==> config.mk <==
export PLATFORM = sky130hd
export DESIGN_NAME = l2_mac_table_aging
export DESIGN_NICKNAME = d
export VERILOG_FILES = /design/src/rtl/l2_mac_table_aging.sv
export SDC_FILE = /design/constraint.sdc
export NUM_CORES = 1
export LEC_CHECK = 0
export ABC_AREA = 1
export BUFFER_PORTS_ARGS = -buffer_cell sky130_fd_sc_hd__buf_4
export CAP_MARGIN = 20
export CORE_ASPECT_RATIO = 1.25
export CORE_UTILIZATION = 55
export CTS_BUF_LIST = sky130_fd_sc_hd__clkbuf_4 sky130_fd_sc_hd__clkbuf_8 sky130_fd_sc_hd__clkbuf_16
export DETAILED_ROUTE_END_ITERATION = 8
export PLACE_DENSITY = 0.79
export SLEW_MARGIN = 20
export SYNTH_ARGS = -nofsm -noshare
export SYNTH_HDL_FRONTEND = slang
export SYNTH_SLANG_ARGS = --single-unit
==> constraint.sdc <==
create_clock -name clk -period 19.1 [get_ports clk]
set_clock_uncertainty 0.1 [all_clocks]
set_input_delay 0.955 -clock clk [delete_from_list [all_inputs] [get_ports clk]]
set_output_delay 0.955 -clock clk [all_outputs]
set_load 0.02 [all_outputs]
==> src/rtl/l2_mac_table_aging.sv <==
// MAC address table with source learning, destination lookup, per-entry aging
// and least-age replacement when full. Whole table is held in flops for parallel match.
module l2_mac_table_aging #(
    parameter int ADDR_WIDTH      = 4,
    parameter int NUM_PORTS       = 4,
    parameter int TABLE_SIZE      = 16,
    parameter int AGE_WIDTH       = 3,
    parameter int AGE_TICK_CYCLES = 1024,
    localparam int PW = (NUM_PORTS > 1) ? $clog2(NUM_PORTS) : 1,
    localparam int IW = $clog2(TABLE_SIZE)
) (
    input  logic                  clk,
    input  logic                  rst,
    input  logic                  flush,
    input  logic                  learn_valid,
    input  logic [ADDR_WIDTH-1:0] learn_mac,
    input  logic [PW-1:0]         learn_port,
    input  logic                  lookup_valid,
    input  logic [ADDR_WIDTH-1:0] lookup_mac,
    output logic                  result_valid,
    output logic                  result_hit,
    output logic [PW-1:0]         result_port,
    output logic                  result_flood,
    output logic [IW:0]           entry_count,
    output logic                  station_move
);

    localparam int PSW = $clog2(AGE_TICK_CYCLES);
    localparam logic [ADDR_WIDTH-1:0] BCAST   = '1;
    localparam logic [AGE_WIDTH-1:0]  AGE_MAX = '1;
    localparam logic [PSW-1:0]        TICK_AT = PSW'(AGE_TICK_CYCLES - 1);

    logic [TABLE_SIZE-1:0] valid_q, valid_d;
    logic [ADDR_WIDTH-1:0] mac_q  [TABLE_SIZE];
    logic [ADDR_WIDTH-1:0] mac_d  [TABLE_SIZE];
    logic [PW-1:0]         port_q [TABLE_SIZE];
    logic [PW-1:0]         port_d [TABLE_SIZE];
    logic [AGE_WIDTH-1:0]  age_q  [TABLE_SIZE];
    logic [AGE_WIDTH-1:0]  age_d  [TABLE_SIZE];

    logic [PSW-1:0] presc_q, presc_d;
    logic           result_valid_q, result_valid_d;
    logic           result_hit_q, result_hit_d;
    logic [PW-1:0]  result_port_q, result_port_d;
    logic           result_flood_q, result_flood_d;
    logic [IW:0]    entry_count_q, entry_count_d;
    logic           station_move_q, station_move_d;

    logic [TABLE_SIZE-1:0] learn_match;
    logic [TABLE_SIZE-1:0] lookup_match;
    logic [TABLE_SIZE-1:0] write_en;
    logic                  tick;
    logic                  learn_en;
    logic                  learn_any;
    logic                  lookup_hit;
    logic                  free_found;
    logic [IW-1:0]         free_idx;
    logic [IW-1:0]         min_idx;
    logic [IW-1:0]         target_idx;
    logic [AGE_WIDTH-1:0]  min_age;
    logic [PW-1:0]         learn_old_port;
    logic [PW-1:0]         lookup_port;

    assign tick     = (presc_q == TICK_AT);
    assign learn_en = learn_valid && !flush && (learn_mac != BCAST);

    generate
        for (genvar gi = 0; gi < TABLE_SIZE; gi++) begin : g_match
            assign learn_match[gi]  = valid_q[gi] && (mac_q[gi] == learn_mac);
            assign lookup_match[gi] = valid_q[gi] && (mac_q[gi] == lookup_mac);
        end
    endgenerate

    // A MAC occupies at most one entry, so OR-ing the matched ports selects it.
    always_comb begin
        free_found     = 1'b0;
        free_idx       = '0;
        min_age        = age_q[0];
        min_idx        = '0;
        learn_old_port = '0;
        lookup_port    = '0;
        for (int i = 0; i < TABLE_SIZE; i++) begin
            if (!valid_q[i] && !free_found) begin
                free_found = 1'b1;
                free_idx   = IW'(i);
            end
            if (age_q[i] < min_age) begin
                min_age = age_q[i];
                min_idx = IW'(i);
            end
            if (learn_match[i]) learn_old_port = learn_old_port | port_q[i];
            if (lookup_match[i]) lookup_port = lookup_port | port_q[i];
        end
    end

    assign learn_any  = |learn_match;
    assign lookup_hit = (lookup_mac != BCAST) && (|lookup_match);
    assign target_idx = free_found ? free_idx : min_idx;

    generate
        for (genvar gi = 0; gi < TABLE_SIZE; gi++) begin : g_wsel
            assign write_en[gi] = learn_en &&
                (learn_any ? learn_match[gi] : (target_idx == IW'(gi)));
        end
    endgenerate

    // A write wins over the aging tick for the entry it touches.
    always_comb begin
        valid_d       = valid_q;
        entry_count_d = '0;
        for (int i = 0; i < TABLE_SIZE; i++) begin
            mac_d[i]  = mac_q[i];
            port_d[i] = port_q[i];
            age_d[i]  = age_q[i];
            if (flush) begin
                valid_d[i] = 1'b0;
            end else if (write_en[i]) begin
                valid_d[i] = 1'b1;
                mac_d[i]   = learn_mac;
                port_d[i]  = learn_port;
                age_d[i]   = AGE_MAX;
            end else if (tick && valid_q[i]) begin
                if (age_q[i] == '0) valid_d[i] = 1'b0;
                else                age_d[i]   = age_q[i] - 1'b1;
            end
            entry_count_d = entry_count_d + (IW+1)'(valid_d[i]);
        end
    end

    always_comb begin
        presc_d        = (flush || tick) ? '0 : presc_q + 1'b1;
        station_move_d = learn_en && learn_any && (learn_old_port != learn_port);
        result_valid_d = lookup_valid;
        result_hit_d   = result_hit_q;
        result_port_d  = result_port_q;
        result_flood_d = result_flood_q;
        if (lookup_valid) begin
            result_hit_d   = lookup_hit;
            result_port_d  = lookup_hit ? lookup_port : '0;
            result_flood_d = !lookup_hit;
        end
    end

    always_ff @(posedge clk or posedge rst) begin
        if (rst) begin
            valid_q        <= '0;
            presc_q        <= '0;
            result_valid_q <= 1'b0;
            result_hit_q   <= 1'b0;
            result_port_q  <= '0;
            result_flood_q <= 1'b0;
            entry_count_q  <= '0;
            station_move_q <= 1'b0;
            for (int i = 0; i < TABLE_SIZE; i++) begin
                mac_q[i]  <= '0;
                port_q[i] <= '0;
                age_q[i]  <= '0;
            end
        end else begin
            valid_q        <= valid_d;
            presc_q        <= presc_d;
            result_valid_q <= result_valid_d;
            result_hit_q   <= result_hit_d;
            result_port_q  <= result_port_d;
            result_flood_q <= result_flood_d;
            entry_count_q  <= entry_count_d;
            station_move_q <= station_move_d;
            for (int i = 0; i < TABLE_SIZE; i++) begin
                mac_q[i]  <= mac_d[i];
                port_q[i] <= port_d[i];
                age_q[i]  <= age_d[i];
            end
        end
    end

    assign result_valid = result_valid_q;
    assign result_hit   = result_hit_q;
    assign result_port  = result_port_q;
    assign result_flood = result_flood_q;
    assign entry_count  = entry_count_q;
    assign station_move = station_move_q;

endmodule
# [Yosys cells after proc, flatten, opt, wreduce, memory -nomap -nowiden]
# Index checks and enable logic that the tools add are counted.
[totals] reg_bits=181 inputBits=15 out_inout_bits=11 wordCells=607
[op_classes] n_addsub=32 magnitude_cmp=15 n_eq_ne=67 muxes=223 n_bitwise=31 n_reduce_logical=183
[ops] op="3-bit two-way mux" n=62
[ops] op="4-bit == test" n=32
[ops] op="4-bit two-way mux" n=29
[ops] op="1-bit two-way mux" n=98
[ops] op="1-bit logical AND" n=84
[ops] op="2-bit two-way mux" n=33
[ops] op="2-bit bitwise OR" n=30
[ops] op="5-bit by 1-bit adder with 5-bit output" n=11
[ops] op="3-bit zero test" n=16
[ops] op="3-bit AND reduction" n=16
[ops] op="3-bit by 1-bit subtractor with 3-bit output (second input constant)" n=16
[ops] op="3-bit less-than comparator" n=15
[ops] op="4-bit == test (second input constant)" n=8
[ops] op="2-bit inequality test (second input constant)" n=16
[ops] op="2-bit AND reduction" n=16
[ops] op="2-bit nonzero test" n=16
[ops] op="16-bit OR reduction" n=2
[ops] op="1-bit zero test" n=31
[ops] op="4-bit by 3-bit == test with 1-bit output (second input constant)" n=4
[ops] op="10-bit by 1-bit adder with 10-bit output (second input constant)" n=1
[ops] op="10-bit == test (second input constant)" n=1
[ops] op="10-bit two-way mux" n=1
[ops] op="4-bit by 2-bit == test with 1-bit output (second input constant)" n=2
[ops] op="4-bit inequality test (second input constant)" n=2
[ops] op="other kinds (9)" n=9

# [Depth between registers and ports, before layout]
# Gate-level depths: netlist of run 1.
[logic_depth] word_depth=66 ltp_mapped=124

# [Worst setup path before layout of run 1]
# No wires, ideal clock.
[synth_timing] path_type="reg-to-reg" startpoint="reg age_q[44] (netlist bit)" endpoint="reg entry_count_q[2] (netlist: entry_count[2])" setup_ns=0.124 t_arrival_ns=14.173 t_required_ns=18.876 setup_slack_ns=4.703 stages_incl_launch_ff=99 path_buffers=0 synth_period_minus_slack_ns=14.397 cell_sequence="dfrtp_1 -> ha_1 -> a21oi_2 -> nand2_1 -> o21ai_0 -> ha_1 -> inv_1 -> nor2_1 -> nand2_2 -> nand2_2 -> o21ai_0 -> ha_1 -> inv_1 -> nor2_1 -> nand2_2 -> nand2_2 -> o21ai_0 -> ha_1 -> [... 63 more ...] -> nand2_4 -> nand2_4 -> nand2_4 -> nand2_1 -> inv_2 -> nand2_2 -> nand2_2 -> o21ai_0 -> inv_1 -> fa_1 -> inv_1 -> fa_1 -> fa_1 -> fa_1 -> inv_1 -> ha_1 -> fa_1 -> xor2_1"
[synth_between] elab_chain_cells=51
[synth_rtl] item="start, declared" line="38" source="logic [AGE_WIDTH-1:0] age_q [TABLE_SIZE];"
[synth_rtl] item="start signal, assigned by index" line="171" source="age_q[i] <= age_d[i];"
[synth_rtl] item="3-bit less-than comparator" line="87" source="if (age_q[i] < min_age) begin"
[synth_rtl] item="3-bit two-way mux" line="87"
[synth_rtl] item="3-bit less-than comparator" line="87"
[synth_rtl] item="3-bit two-way mux" line="87"
[synth_rtl] item="3-bit less-than comparator" line="87"
[synth_rtl] item="3-bit two-way mux" line="87"
[synth_rtl] item="3-bit less-than comparator" line="87"
[synth_rtl] item="3-bit two-way mux" line="87"
[synth_rtl] item="[... 27 more ...]"
[synth_rtl] item="1-bit two-way mux *" line="115" source="if (flush) begin"
[synth_rtl] item="net valid_d[1]" line="33" source="logic [TABLE_SIZE-1:0] valid_q, valid_d;"
[synth_rtl] item="1-bit by 1-bit adder with 2-bit output *" line="126" source="entry_count_d = entry_count_d + (IW+1)'(valid_d[i]);"
[synth_rtl] item="2-bit by 1-bit adder with 3-bit output *" line="126"
[synth_rtl] item="3-bit by 1-bit adder with 4-bit output *" line="126"
[synth_rtl] item="4-bit by 1-bit adder with 5-bit output *" line="126"
[synth_rtl] item="5-bit by 1-bit adder with 5-bit output * (11 in series)" line="126"
[synth_rtl] item="net entry_count_d[2]" line="46" source="logic [IW:0] entry_count_q, entry_count_d;"
[synth_rtl] item="end signal, assigned" line="166" source="entry_count_q <= entry_count_d;"
[synth_rtl] item="end, declared" line="46"
# Mark *: on every way through the listed nets, which the timed path passes. The rest lies on a longest branch.
# A chain may end at the register's enable or synchronous reset.

# [Final worst setup path of run 1]
[layout_timing] startpoint="reg age_q[44] (netlist bit)" endpoint="reg entry_count_q[4] (netlist: entry_count[4])"
[layout_lines] item="3-bit less-than comparator" line="87"
[layout_lines] item="3-bit two-way mux" line="87"
[layout_lines] item="3-bit less-than comparator" line="87"
[layout_lines] item="3-bit two-way mux" line="87"
[layout_lines] item="3-bit less-than comparator" line="87"
[layout_lines] item="3-bit two-way mux" line="87"
[layout_lines] item="3-bit less-than comparator" line="87"
[layout_lines] item="3-bit two-way mux" line="87"
[layout_lines] item="[... 23 more ...]"
[layout_lines] item="4-bit == test *" line="103" source="(learn_any ? learn_match[gi] : (target_idx == IW'(gi)));"
[layout_lines] item="1-bit two-way mux *" line="103"
[layout_lines] item="1-bit logical AND *" line="102" source="assign write_en[gi] = learn_en &&"
[layout_lines] item="1-bit two-way mux *" line="117" source="end else if (write_en[i]) begin"
[layout_lines] item="1-bit two-way mux *" line="115"
[layout_lines] item="net valid_d[9]" line="33"
[layout_lines] item="5-bit by 1-bit adder with 5-bit output * (7 in series)" line="126"
[layout_lines] item="net entry_count_d[4]" line="46"
# Marks and branches as above.

==> results_dict.tcl, run 1 <==
set metrics [dict create \
    drive_gt1_share_pct 13.7 \
    io_buffers 25 \
    clock_latency_ns 0.45 \
    cts_tree "yes" \
    num-fill-cells 2041 \
    routedWlPerCell_um 18.6 \
    slowest_delay_ns 0.50 \
    ys_seq_area_share_pct 34.4 \
    worstSetupStartpointType "flip-flop" \
    rsz0062_at_grt "false" \
    final_antenna_net_count 0 \
    cts_setup_buffers 0 \
    die_width_um 140 \
    syn_area_um2 13200 \
    grt_pass1_vias 11846 \
    placed_area_um2 13500 \
    synthFlopType "dfrtp_1" \
    worst-r2r-cell-count 99 \
    finalCritPeriodShare_pct 86.3 \
    cts-root-buf "clkbuf_16" \
    synth-async-reset-ratio_pct 100 \
    start_util_pct 56.6 \
    path_clk_slew_ns 0.07 \
    cts_buffers 17 \
    status "finished, final reports clean" \
    p_leak_nw 7.51 \
    fin_crit_ns 16.49 \
    yosysWarnings 0 \
    relSlewSlack_pct 23.1 \
    overflow 0 \
    diodes 0 \
    hold_buffers 0 \
    grt_pass1_wl_um 60400 \
    hp-start "presc_q[0]" \
    cp_common_cell "nand2_2" \
    num_vias 12096 \
    ir_drop_uv 55.1 \
    routed_via_density 5.99 \
    fmax_mhz 60.6 \
    final.setup.tns_ns 0 \
    core_um2 23300 \
    antenna_found_initial 0 \
    ff_latch_area_um2 4530 \
    fin_area_um2 14100 \
    crit_start "age_q[44]" \
    min_to "presc_q[0]" \
    die_area_um2 24600 \
    synth_seq_cells 181 \
    syn_to_final_growth_pct 6.71 \
    synth.avg_cell_area_um2 7.66 \
    synth.distinct_cells 49 \
    grt_util_all_layers_pct 31.9 \
    drc 0 \
    tightest_slew_ns 1.15 \
    hold_slack_ns 0.362 \
    numPlacedInstances 1990 \
    wl_um 37600 \
    grt_max_degree 113 \
    die_h_um 175 \
    arrival_ns 16.72 \
    stdcell_count 2021 \
    cts_resized 0 \
    htreeDepth 4 \
    drt_pre_antenna_iters 8 \
    p_per_area_nw_per_um2 75.6 \
    io_pins 26 \
    rows 62 \
    finalSetupViolations 0 \
    nets 1828 \
    crit_path_max_fanout 13 \
    final-hold-violation-count 0 \
    utilization_pct 60.4 \
    hold_path_class "reg -> reg" \
    synthCells 1719 \
    end_kind "flip-flop" \
    slowest_stage "fa_1" \
    max_cap_viol_count 0 \
    dp_hpwl_um 27600 \
    cts_buffer_depth 2 \
    synth_nets 1826 \
    multiInputGateArea_um2 7280 \
    drt_iter0_drc 1143 \
    min_path_cells 1 \
    regToRegSetupSlack_ns 2.61 \
    slew_violations 0 \
    crit_type "reg -> reg" \
    r2r-start "age_q[44]" \
    worstPathRequired_ns 19.33 \
    routabilityCongestion 0.999 \
    cts_sinks 181 \
    worstReg2RegEnd "entry_count[4]" \
    synth_edf_count 0 \
]
cells in the mapped netlist, types with 2 or more instances:
cell type / count / share of area (%)
nor4_1: 6 / 0.28
o21ai_1: 54 / 2.1
fa_1: 10 / 1.5
nor2_2: 3 / 0.14
nand3_2: 22 / 1.7
nand3_1: 152 / 5.8
a31oi_1: 4 / 0.19
o2111ai_1: 7 / 0.47
xor2_1: 7 / 0.47
buf_2: 4 / 0.15
a21oi_4: 3 / 0.37
nand4_1: 24 / 1.1
inv_2: 23 / 0.66
clkinv_1: 5 / 0.14
nor3b_1: 2 / 0.11
a21oi_1: 78 / 3.0
nand3_4: 2 / 0.27
nand2_2: 60 / 2.8
buf_6: 9 / 0.77
a211oi_1: 4 / 0.23
o221ai_1: 2 / 0.13
nor3_1: 13 / 0.49
o22ai_1: 57 / 2.7
nor2_8: 4 / 0.61
o21ai_0: 57 / 2.2
nand2_4: 37 / 3.2
a21boi_0: 2 / 0.11
inv_1: 254 / 7.2
dfrtp_1: 181 / 34
a21oi_2: 2 / 0.13
xnor2_1: 14 / 0.93
nor2_1: 58 / 1.7
nand2_1: 380 / 11
ha_1: 82 / 7.8
buf_1: 4 / 0.11
buf_4: 6 / 0.34
o21ai_2: 14 / 0.93
clkbuf_1: 23 / 0.66
a221oi_1: 40 / 2.7
cells by family after synthesis:
group	count (synthesis)	synth area share, %
simple gates	764	29.1
buf+inv	332	10.4
compound gates	329	15.4
flops	181	34.4
fa+ha+maj	92	9.31
xor+xnor	21	1.40
metrics by stage:
step / worst slack, ns / power [W]
6_report: 2.61 / 0.00106
5_1_grt: 1.17 / 0.00112
4_1_cts: 2.67 / 0.00106
3_5_place_dp: 2.79 / 0.000712
3_3_place_gp: 3.48 / 0.000702
2_1_floorplan: 4.70 / 0.000650
final cells by class:
cell class / count / share of cell area, %
clock buffers: 19 / 3.18
clock inverters: 12 / 0.872
multi-input cells: 1206 / 51.8
flip-flops and latches: 181 / 32.2
well taps: 288 / 2.56
inverters: 283 / 7.66
repair buffers: 32 / 1.71
worst max-delay path, delay by kind of cell (launching register included):
kind                       cells  cell delay, ns
AOI/OAI and AO/OA             22            4.64
adders and majority gates     21            6.42
buffers and inverters         12            0.83
DFF                            1            0.43
and+or+nand+nor               44            3.91
sequential cells by signal, indices dropped and copies added, names as in the netlist, 2 cells and up:
register     flops
presc_q         10
mac_q           64
port_q          32
valid_q         16
entry_count      5
age_q           48
result_port      2
power breakdown:
group / switching [W] / internal (W)
registers: 0.0000215 / 0.000404
clock network: 0.000167 / 0.000186
logic: 0.000187 / 0.0000985
total: 0.000375 / 0.000688
worst max-delay path by stage:
stage,to,slack [ns],depth (start not counted)
after global placement,entry_count[2],3.48,102
after floorplan,entry_count[2],4.70,98
after global routing,entry_count[4],1.17,99
after detailed placement,entry_count[4],2.79,99
final,entry_count[4],2.61,99
after CTS,entry_count[4],2.67,99
cell usage in the layout (no fill, tap or decap), types with 54 or more instances in the layout:
cell type  Yosys  layout
a21oi_1       78      78
dfrtp_1      181     181
ha_1          82      82
inv_1        254     253
nand2_1      380     380
nand2_2       60      60
nand3_1      152     152
nor2_1        58      58
o21ai_0       57      57
o21ai_1       54      54
o22ai_1       57      57
metal layers:
metal  routed length, um  vias to the layer above  global-route usage [%]
met5                   0                        -                       0
met4                2520                        0                    22.3
met3                2320                      169                    4.77
met2               18200                      519                    54.1
met1               14600                     5718                    37.1
li1                    -                     5690                       -
Note: power is estimated with default switching activity, not from simulation.
==> inputs of run 2 (changes only) <==
CORE_UTILIZATION = 30   (was 55)
PLACE_DENSITY = 0.52   (was 0.79)
==> results_dict.tcl, run 2 (synthesis results as in run 1) <==
set metrics [dict create \
    rows 85 \
    drt_pre_antenna_iters 8 \
    path_clk_slew_ns 0.07 \
    hold_buffers 0 \
    diodes 0 \
    routed_via_density 5.09 \
    die_area_um2 44800 \
    tightest_slew_ns 1.04 \
    worstSetupStartpointType "flip-flop" \
    antenna_found_initial 0 \
    grt_pass1_wl_um 64000 \
    wl_um 40100 \
    crit_path_max_fanout 13 \
    cts_tree "yes" \
    hp-start "presc_q[0]" \
    nets 1829 \
    dr.max_layer_used "met4" \
    dr_wl_met3_um 1650 \
    io_buffers 25 \
    wl_met2_um 19700 \
    end_kind "flip-flop" \
    routabilityCongestion 0.912 \
    routedWlPerCell_um 17.4 \
    slew_violations 0 \
    worstPathRequired_ns 19.34 \
    grt_max_degree 122 \
    cts_resized 0 \
    final.setup.tns_ns 0 \
    finalSetupViolations 0 \
    slowest_stage "fa_1" \
    num-fill-cells 4586 \
    ir_drop_uv 46.2 \
    worstReg2RegEnd "entry_count[2]" \
    fmax_mhz 61.1 \
    min_to "presc_q[0]" \
    arrival_ns 16.60 \
    r2r-start "age_q[47]" \
    p_leak_nw 7.53 \
    clock_latency_ns 0.46 \
    dp_hpwl_um 29500 \
    slowest_delay_ns 0.50 \
    grt_util_all_layers_pct 18.5 \
    final_antenna_net_count 0 \
    finalCritPeriodShare_pct 85.7 \
    fin_crit_ns 16.36 \
    max_cap_viol_count 0 \
    hold_path_class "reg -> reg" \
    grt_pass1_vias 11343 \
    syn_to_final_growth_pct 9.36 \
    layout_commonest_cell "nand2_1" \
    cts_setup_buffers 0 \
    cts_buffer_depth 2 \
    status "finished, final reports clean" \
    min_path_cells 1 \
    rsz0062_at_grt "false" \
    top_register "mac_q" \
    cts_buffers 17 \
    top_regs "mac_q: 64 flops, age_q: 48 flops, port_q: 32 flops" \
    start_util_pct 30.5 \
    htreeDepth 4 \
    drc 0 \
    drt-met1-wl_um 17400 \
    relSlewSlack_pct 30.4 \
    finalPower_w 0.00106 \
    die_h_um 236 \
    num_vias 11695 \
    largest_register_ffs 64 \
    drt_iter0_drc 970 \
    regToRegSetupSlack_ns 2.74 \
    cts_sinks 181 \
    final_cell_mix "380 x nand2_1, 253 x inv_1, 181 x dfrtp_1, 152 x nand3_1, 82 x ha_1" \
    drive_gt1_share_pct 13.7 \
    overflow 0 \
    p_per_area_nw_per_um2 73.8 \
    crit_type "reg -> reg" \
    core_um2 43200 \
    cp_common_cell "nand2_2" \
    worst-r2r-cell-count 101 \
    final-hold-violation-count 0 \
    io_pins 26 \
    die_width_um 189 \
    cts-root-buf "clkbuf_16" \
]
[run 2: changes by cell type in the layout (fill, tap and decap cells not counted), sizes merged]
cell	change
buf	+1
bufinv	+1
clkbuf	+1
clkinv	+5
clkinvlp	-3
inv	-5
[run 2: worst max path at each step]
| stage | start | endpoint | slack [ns] | depth (start not counted) |
|---|---|---|---|---|
| floorplan | age_q[44] | entry_count[2] | 4.70 | 98 |
| global placement | age_q[44] | entry_count[2] | 3.17 | 103 |
| detailed placement | age_q[47] | entry_count[4] | 2.67 | 102 |
| CTS | age_q[47] | entry_count[2] | 2.63 | 101 |
| global route | age_q[47] | entry_count[4] | 1.10 | 101 |
| finish | age_q[47] | entry_count[2] | 2.74 | 101 |
[run 2: per-layer routing]
metal  track usage, %  up-vias
li1                 -     5702
met1             23.5     5597
met2             31.6      320
met3             2.07       76
met4             7.84        0
met5                0        -
[run 2: where the power goes]
group	total, W	internal [W]	switching, W
clock network	0.000359	0.000196	0.000162
registers	0.000424	0.000404	0.0000204
logic	0.000280	0.0000982	0.000182
[run 2: cell type report]
class / instances / area (um2) / area share [%]
timing repair buffer: 33 / 248 / 1.72
clock inverter: 10 / 109 / 0.756
inverter: 283 / 1080 / 7.48
tap: 565 / 707 / 4.91
clock buffer: 20 / 454 / 3.15
multi-input combinational: 1206 / 7280 / 50.6
sequential: 181 / 4530 / 31.4
[run 2: critical path: cells and delay by family, from the launching register on]
| family | cells | cell delay, ns |
|---|---|---|
| AO/OA/AOI/OAI | 20 | 4.71 |
| buffers and inverters | 15 | 0.94 |
| XOR/XNOR | 1 | 0.15 |
| flip-flops | 1 | 0.38 |
| adder cells (fa/ha/maj) | 21 | 6.57 |
| AND/OR/NAND/NOR | 44 | 3.34 |
[run 2: metrics by stage]
step	util (%)	cells	cell area, um2	worst slack, ns	hold slack, ns
floorplan	-	1719	13200	4.70	0.333
global placement	32.1	2268	13800	3.17	0.350
detailed placement	32.1	2268	13800	2.67	0.354
CTS	33.4	2298	14400	2.63	0.363
global route	33.4	2298	14400	1.10	0.395
finish	33.4	2298	14400	2.74	0.378
==> inputs of run 3 (changes only) <==
clock period = 20 ns   (was 19.1 ns; I/O delays follow)
==> results_dict.tcl, run 3 (synthesis results as in run 1) <==
set metrics [dict create \
    status "finished, final reports clean" \
    crit_type "reg -> reg" \
    antenna_found_initial 0 \
    num-fill-cells 4588 \
    regToRegSetupSlack_ns 3.71 \
    crit_buf_inv 14 \
    layout_commonest_cell "nand2_1" \
    stdcell_count 2300 \
    grt_pass1_vias 11238 \
    cts_resized 0 \
    io_buffers 25 \
    placed_area_um2 13800 \
    routabilityCongestion 0.909 \
    rows 85 \
    slew_violations 0 \
    routed_via_density 5.05 \
    cts_setup_buffers 0 \
    crit_path_max_fanout 13 \
    dp_hpwl_um 29600 \
    grt_util_all_layers_pct 18.5 \
    worstPathRequired_ns 20.25 \
    cts_tree "yes" \
    die_area_um2 44800 \
    io_pins 26 \
    numPlacedInstances 2268 \
    p_leak_nw 7.57 \
    slowest_stage "fa_1" \
    multiInputGateArea_um2 7280 \
    cp_common_cell "nand2_2" \
    rsz0062_at_grt "false" \
    tightest_slew_ns 1.04 \
    cts_buffer_depth 2 \
    max_cap_viol_count 0 \
    post-place-ws_ns 3.60 \
    cts_sinks 181 \
    finalSetupViolations 0 \
    slowest_delay_ns 0.50 \
    final_antenna_net_count 0 \
    finalCritPeriodShare_pct 81.4 \
    end_kind "flip-flop" \
    hold_path_class "reg -> reg" \
    diodes 0 \
    worstSetupStartpointType "flip-flop" \
    start_util_pct 30.5 \
    die_h_um 236 \
    relSlewSlack_pct 30.7 \
    finalPower_w 0.00105 \
    routedWlPerCell_um 17.3 \
    fmax_mhz 61.4 \
    syn_to_final_growth_pct 9.87 \
    drt_iter0_drc 863 \
    path_clk_slew_ns 0.07 \
    top_regs "mac_q: 64 flops, age_q: 48 flops, port_q: 32 flops" \
    core_um2 43200 \
    drc 0 \
    ff_latch_area_um2 4530 \
    drive_gt1_share_pct 13.8 \
    grt_max_degree 122 \
    htreeDepth 4 \
    overflow 0 \
    final-hold-violation-count 0 \
    clock_latency_ns 0.47 \
    drt_pre_antenna_iters 5 \
    largest_register_ffs 64 \
    fin_area_um2 14500 \
    cts-root-buf "clkbuf_16" \
    grt_pass1_wl_um 63900 \
    final.setup.tns_ns 0 \
    final_cell_mix "380 x nand2_1, 253 x inv_1, 181 x dfrtp_1, 152 x nand3_1, 82 x ha_1" \
    worst_slack_ns 3.71 \
    num_vias 11621 \
    wl_um 39900 \
    die_width_um 189 \
    hold_buffers 0 \
    nets 1829 \
    arrival_ns 16.54 \
    crit_family "adder cells" \
    ir_drop_uv 52.3 \
    top_register "mac_q" \
    fin_crit_ns 16.29 \
    p_per_area_nw_per_um2 72.6 \
    cts_buffers 17 \
]
-- run 3: cell count changes in the layout (fill, tap and decap cells not counted) --
cell        before  now
clkinv_2         5    2
inv_6            0    3
bufinv_16        2    4
clkbuf_4         2    4
clkinvlp_4       2    0
clkbuf_8         1    0
clkinv_4         1    2
-- run 3: layout make-up --
| cell class | instances | share of cell area [%] |
|---|---|---|
| Inverter | 283 | 7.44 |
| Clock buffer | 21 | 3.15 |
| Multi-Input combinational cell | 1206 | 50.3 |
| Sequential cell | 181 | 31.3 |
| Timing Repair Buffer | 33 | 1.71 |
| Clock inverter | 11 | 1.20 |
| Tap cell | 565 | 4.88 |
-- run 3: layer usage --
layer	part of all wire [%]	global-route usage [%]	vias up
met2	49	31.4	308
met3	4.1	2.07	74
met4	3.7	8.38	0
met1	43	23.3	5539
met5	0	0	-
li1	-	-	5700
-- run 3: per-stage QoR --
stage	hold slack (ns)	util (%)
2_1_floorplan	0.333	-
3_3_place_gp	0.351	32.1
3_5_place_dp	0.356	32.1
4_1_cts	0.365	33.5
5_1_grt	0.404	33.5
6_report	0.373	33.5
-- run 3: path summary, 6_finish.rpt --
path                            startpoint             end  cells after the start
worst max register to register   age_q[47]  entry_count[2]                    100
max in group asynchronous              rst       age_q[33]                      3
min in group asynchronous              rst       mac_q[11]                      2
worst min register to register  presc_q[0]      presc_q[0]                      1
worst min-delay path            presc_q[0]      presc_q[0]                      1
worst max-delay path             age_q[47]  entry_count[2]                    100
-- run 3: report_power, final --
group	switching, W	internal (W)
clock network	0.000163	0.000216
registers	0.0000196	0.000385
logic	0.000173	0.0000936
total	0.000356	0.000695
-- run 3: worst register-to-register path: cells and delay by family, from the launching register on --
kind                       cells  cell delay [ns]
adders and majority gates     21             6.50
xor gates and xnor gates       1             0.15
buffers and inverters         14             0.91
AOI/OAI and AO/OA             21             4.80
and+or+nand+nor               43             3.33
DFF                            1             0.39
